File: src/rtl/stream_acc_pkg.sv
// stream_acc_pkg
// Shared types and helpers for the stream accumulator slice.
//   state_t   : frame FSM states (IDLE, ACCUM, HOLD)
//   cnt_width : width of the beat counter able to hold 0..count
package stream_acc_pkg;

  typedef enum logic [1:0] {
    IDLE  = 2'd0,
    ACCUM = 2'd1,
    HOLD  = 2'd2
  } state_t;

  // Width needed to count from 0 up to and including count.
  function automatic int cnt_width(input int count);
    return (count < 1) ? 1 : $clog2(count + 1);
  endfunction

endpackage

File: src/rtl/acc_rca.sv
// acc_rca
// Ripple-carry adder of W bits built from a generate loop of full adders.
// Ports:
//   a, b  input  W  addends
//   cin   input  1  carry into bit 0
//   sum   output W  a + b + cin, modulo 2^W
//   cout  output 1  carry out of bit W-1
module acc_rca
  import stream_acc_pkg::*;
#(
  parameter int W = 10
) (
  input  logic [W-1:0] a,
  input  logic [W-1:0] b,
  input  logic         cin,
  output logic [W-1:0] sum,
  output logic         cout
);

  logic [W:0] carry;

  assign carry[0] = cin;

  genvar i;
  generate
    for (i = 0; i < W; i++) begin : g_bit
      assign sum[i]       = a[i] ^ b[i] ^ carry[i];
      assign carry[i + 1] = (a[i] & b[i]) | (carry[i] & (a[i] ^ b[i]));
    end
  endgenerate

  assign cout = carry[W];

endmodule

File: src/rtl/stream_accumulator.sv
// stream_accumulator
// Adds COUNT unsigned operands received over a valid/ready input into an
// ACC_W-bit running sum, then presents the frame total and a sticky
// overflow flag on a valid/ready output before clearing for the next frame.
// Optional build macro: STREAM_ACC_SATURATE_EN -- when defined, the
// accumulator clamps to all-ones on the first carry out and stays there for
// the rest of the frame; otherwise it wraps modulo 2^ACC_W.
// Ports:
//   clk        input   1       clock, rising edge
//   rst        input   1       synchronous active-high reset
//   in_valid   input   1       operand valid
//   in_ready   output  1       operand can be accepted (low while holding)
//   in_data    input   DATA_W  unsigned operand, zero-extended to ACC_W
//   out_valid  output  1       frame result valid
//   out_ready  input   1       downstream accepts the result
//   out_sum    output  ACC_W   frame total
//   out_ovf    output  1       a carry out occurred during the frame
module stream_accumulator
  import stream_acc_pkg::*;
#(
  parameter int DATA_W = 8,
  parameter int ACC_W  = 10,
  parameter int COUNT  = 4
) (
  input  logic              clk,
  input  logic              rst,
  input  logic              in_valid,
  output logic              in_ready,
  input  logic [DATA_W-1:0] in_data,
  output logic              out_valid,
  input  logic              out_ready,
  output logic [ACC_W-1:0]  out_sum,
  output logic              out_ovf
);

  localparam int CNT_W = cnt_width(COUNT);

  state_t             state_r, state_s;
  logic [ACC_W-1:0]   acc_r, acc_s;
  logic [CNT_W-1:0]   cnt_r, cnt_s;
  logic               ovf_r, ovf_s;
  logic               out_valid_s;
  logic [ACC_W-1:0]   out_sum_s;
  logic               out_ovf_s;
  logic               in_ready_s;

  logic               beat_s;
  logic [ACC_W-1:0]   rca_sum_s;
  logic               rca_cout_s;
  logic [ACC_W-1:0]   acc_add_s;
  logic               ovf_add_s;
  logic [CNT_W-1:0]   cnt_inc_s;

  assign beat_s    = in_valid && in_ready;
  assign cnt_inc_s = cnt_r + CNT_W'(1);

  acc_rca #(
    .W (ACC_W)
  ) u_rca (
    .a    (acc_r),
    .b    (ACC_W'(in_data)),
    .cin  (1'b0),
    .sum  (rca_sum_s),
    .cout (rca_cout_s)
  );

`ifdef STREAM_ACC_SATURATE_EN
  // Once any carry has been seen this frame the sum is pinned at full scale.
  assign acc_add_s = (rca_cout_s || ovf_r) ? {ACC_W{1'b1}} : rca_sum_s;
`else
  assign acc_add_s = rca_sum_s;
`endif
  assign ovf_add_s = ovf_r | rca_cout_s;

  // Next-state, datapath and result-register decode for the frame FSM.
  always_comb begin
    state_s     = state_r;
    acc_s       = acc_r;
    cnt_s       = cnt_r;
    ovf_s       = ovf_r;
    out_valid_s = out_valid;
    out_sum_s   = out_sum;
    out_ovf_s   = out_ovf;
    case (state_r)
      IDLE, ACCUM: begin
        if (beat_s) begin
          acc_s = acc_add_s;
          ovf_s = ovf_add_s;
          cnt_s = cnt_inc_s;
          // The completing beat captures its own new sum, so the result is
          // visible one cycle after the last beat.
          if (cnt_inc_s == CNT_W'(COUNT)) begin
            state_s     = HOLD;
            out_valid_s = 1'b1;
            out_sum_s   = acc_add_s;
            out_ovf_s   = ovf_add_s;
          end else begin
            state_s = ACCUM;
          end
        end else begin
          state_s = state_r;
        end
      end
      HOLD: begin
        if (out_ready) begin
          state_s     = IDLE;
          acc_s       = {ACC_W{1'b0}};
          cnt_s       = {CNT_W{1'b0}};
          ovf_s       = 1'b0;
          out_valid_s = 1'b0;
        end else begin
          state_s = HOLD;
        end
      end
      default: begin
        state_s     = IDLE;
        acc_s       = {ACC_W{1'b0}};
        cnt_s       = {CNT_W{1'b0}};
        ovf_s       = 1'b0;
        out_valid_s = 1'b0;
        out_sum_s   = {ACC_W{1'b0}};
        out_ovf_s   = 1'b0;
      end
    endcase
    // in_ready is registered, so it is decoded from the state being entered.
    in_ready_s = (state_s != HOLD);
  end

  // State, accumulator and output registers with synchronous reset.
  always_ff @(posedge clk) begin
    if (rst) begin
      state_r   <= IDLE;
      acc_r     <= {ACC_W{1'b0}};
      cnt_r     <= {CNT_W{1'b0}};
      ovf_r     <= 1'b0;
      out_valid <= 1'b0;
      out_sum   <= {ACC_W{1'b0}};
      out_ovf   <= 1'b0;
      in_ready  <= 1'b1;
    end else begin
      state_r   <= state_s;
      acc_r     <= acc_s;
      cnt_r     <= cnt_s;
      ovf_r     <= ovf_s;
      out_valid <= out_valid_s;
      out_sum   <= out_sum_s;
      out_ovf   <= out_ovf_s;
      in_ready  <= in_ready_s;
    end
  end

endmodule

File: config.mk
export PLATFORM = sky130hd
export DESIGN_NAME = stream_accumulator
export DESIGN_NICKNAME = d
export VERILOG_FILES = /design/src/rtl/stream_acc_pkg.sv /design/src/rtl/acc_rca.sv /design/src/rtl/stream_accumulator.sv
export SDC_FILE = /design/constraint.sdc
export NUM_CORES = 1
export LEC_CHECK = 0
export CAP_MARGIN = 15
export CORE_ASPECT_RATIO = 2
export CORE_MARGIN = 1.5
export CORE_UTILIZATION = 25
export CTS_BUF_LIST = sky130_fd_sc_hd__clkbuf_2
export DETAILED_ROUTE_END_ITERATION = 10
export PLACE_DENSITY_LB_ADDON = 0.05
export SLEW_MARGIN = 20
export SYNTH_ARGS = -nofsm -noshare
export SYNTH_HDL_FRONTEND = slang
export SYNTH_SLANG_ARGS = --single-unit
File: constraint.sdc
create_clock -name clk -period 12.4 [get_ports clk]
set_input_delay 2.48 -clock clk [delete_from_list [all_inputs] [get_ports clk]]
set_output_delay 2.48 -clock clk [all_outputs]
set_load 0.02 [all_outputs]
==> run summary <==
Crit path time final: 5.86 ns
Synthesized area: 0.00137 mm²
H-Tree Depth: 2
Maxcap violations: 0
Critical path class: in2reg
Setup Viol. Count Final: 0
Crit. End Element: flop
CTS tree: done
Initial antenna violation count: 0
TritonRoute pass-1 iters: 5
Leakage: 0.757 nW
First-pass GRT wire length: 5100 µm
Post-synthesis cell type count: 32
GRT overflow: 0
Worst-skew pair later-pin latency: 0.36 ns
Sw power: 0.0000516 W
Max VDD drop: 0.0574 mV
Worst Hold Class: reg2reg
Vias in the first global route: 1,034
Clock network fraction of total power: 34.2%
Cell count of the worst reg-to-reg path: 15
Port Buffers: 24
GRT Resource Usage Total: 11.5%
Starting density of the core: 25.5%
Core ar.: 0.00537 mm²
Register area share after synthesis: 42.3%
N_diodes: 0
CP required: 12.68 ns
Seq pwr share: 51.1%
Post-Route WL: 3070 µm
ANT nets after route: 0
Post-Syn Nets: 154
Hold buffers post-CTS: 0
Clock slew at reported path FFs: 0.16 ns
Status: completed
Pwr/cell area: 115 mW/mm²
Max-slew headroom: 54.1%
Yosys warning total: 0
Placed Instance Area: 0.00166 mm²
Die height: 108 µm
Most frequent cells in the layout: dfxtp_1 (29), clkdlybuf4s50_1 (24), nand2_1 (18)
Peak Freq: 0.171 GHz
Largest net degree at the start of global routing: 16
Clk buf depth: 2
Syn avg cell area: 10.5 µm²
Die ar.: 0.00597 mm²
Syn-to-layout area delta: 25.6%
Sink Count: 29
Net Sw Frac: 26.0%
Filler instances: 570
DR vias/cell: 4.62
DRC Markers: 0
Fraction of layout cells with a size suffix above 1: 14.0%
Post-CTS sizing: 0
Final Cycle Share: 47.2%
Final hold violations: 0
DR iter-0 viols: 15
Final max-slew violation count: 0
Nets: 180
Dpl hpwl: 2310 µm
Unrepaired setup endpoints after global routing: false
Layout Utilization: 32.1%
Critical Path AT: 6.13 ns
Post-CTS Setup Inserts: 0
Cells after synthesis: 130
# rows: 38
Comb power frac: 14.8%
Worst Tran Pin Value: 0.687 ns
Design area: 0.00172 mm²
Die width: 55.4 µm
P_int: 0.000147 W
Clk_skew: 0.0211 ns
Worst-path maximum fanout: 2
Worst Setup Start Kind: input port
CTS root buf: clkbuf_2
Via count: 1,002
Setup TNS: 0 ns
#FFs+latches synth: 29
CTS Buf Count: 5
WL/cell: 14.2 µm
Commonest non-fill, non-tap cell in the layout: dfxtp_1
Gpl congestion: 0.722
Hold depth: 2
# IOs: 25
## power groups by stage
stage / clock, W / sequential [W] / combinational [W]
final: 0.0000677 / 0.000101 / 0.0000293
after global routing: 0.0000752 / 0.000102 / 0.0000340
after CTS: 0.0000710 / 0.000101 / 0.0000300
after detailed placement: 0 / 0.000103 / 0.0000300
after global placement: 0 / 0.000103 / 0.0000295
after floorplan: 0 / 0.000102 / 0.0000200
## metal layers
| layer | up-vias | wire length (µm) | share of wire, % | GRT usage, % |
|---|---|---|---|---|
| li1 | 490 | - | - | - |
| met1 | 484 | 1220 | 40 | 12.1 |
| met2 | 22 | 1660 | 54 | 20.2 |
| met3 | 6 | 109 | 3.5 | 3.25 |
| met4 | 0 | 78 | 2.5 | 6.27 |
| met5 | - | 0 | 0 | 0 |
## worst max-delay path, stage by stage
cell and delay (ns):
clkdlybuf4s50_1 0.46, ha_1 0.16, fa_1 0.16, inv_1 0.05
fa_1 0.39, fa_1 0.40, fa_1 0.39, fa_1 0.38
inv_1 0.08, fa_1 0.15, inv_1 0.05, fa_1 0.35
inv_1 0.06, ha_1 0.21, nand2_1 0.07, a2bb2o_1 0.28
## synth_stat cells, drive strengths merged
master / n / area (µm²)
ha: 5 / 62.6
or3b: 1 / 11.3
xor2: 1 / 8.76
o21ai: 2 / 10.0
mux2i: 11 / 110
nand2: 18 / 67.6
inv: 16 / 60.1
o2bb2ai: 9 / 85.1
and3b: 1 / 10.0
a41oi: 1 / 8.76
clkbuf: 2 / 7.51
a21oi: 5 / 36.3
or2: 5 / 31.3
fa: 7 / 140
a22o: 1 / 17.5
a311oi: 1 / 8.76
buf: 3 / 23.8
nor3: 1 / 5.00
nand3b: 1 / 7.51
nand3: 2 / 15.0
nor2: 2 / 7.51
a21o: 2 / 17.5
mux2: 1 / 11.3
a22oi: 1 / 7.51
a2bb2o: 1 / 10.0
a41o: 1 / 10.0
dfxtp: 29 / 581
## sequential cells by signal (all words and copies together) (netlist names)
register,flops
acc_r,10
cnt_r,3
in_ready,1
out_ovf,1
out_sum,10
out_valid,1
ovf_r,1
state_r,2
## final cells by class
| class | count | area [µm²] | area share [%] |
|---|---|---|---|
| flip-flops and latches | 29 | 581 | 33.7 |
| repair buffers | 24 | 240 | 13.9 |
| well taps | 60 | 75.1 | 4.36 |
| clock buffers | 6 | 30.0 | 1.74 |
| clock inverters | 2 | 33.8 | 1.96 |
| multi-input cells | 80 | 703 | 40.8 |
| inverters | 16 | 60.1 | 3.49 |
## worst paths after layout
kind / startpoint / slack, ns / end
worst max-delay path: in_data[0] / 6.54 / acc_r[8]
worst min register to register: out_sum[5] / 0.47 / out_sum[5]
worst min-delay path: out_sum[5] / 0.47 / out_sum[5]
worst max register to register: acc_r[0] / 8.76 / acc_r[8]
## cells by family after synthesis
logic type	Yosys count	share of synthesized area, %
fa+ha+maj	12	14.8
flops	29	42.3
simple gates	31	11.3
mux	12	8.85
compound gates	24	15.4
xor+xnor	1	0.639
buf+inv	21	6.66
## per-stage QoR
step / power (W) / std cells / hold slack, ns / setup WS (ns)
finish: 0.000198 / 217 / 0.466 / 6.54
global route: 0.000211 / 217 / 0.490 / 6.42
CTS: 0.000202 / 217 / 0.472 / 6.54
detailed placement: 0.000133 / 209 / 0.452 / 6.12
global placement: 0.000133 / 209 / 0.446 / 6.13
floorplan: 0.000122 / 130 / 0.432 / 6.80
No activity file was read; power rests on OpenSTA's default activity.
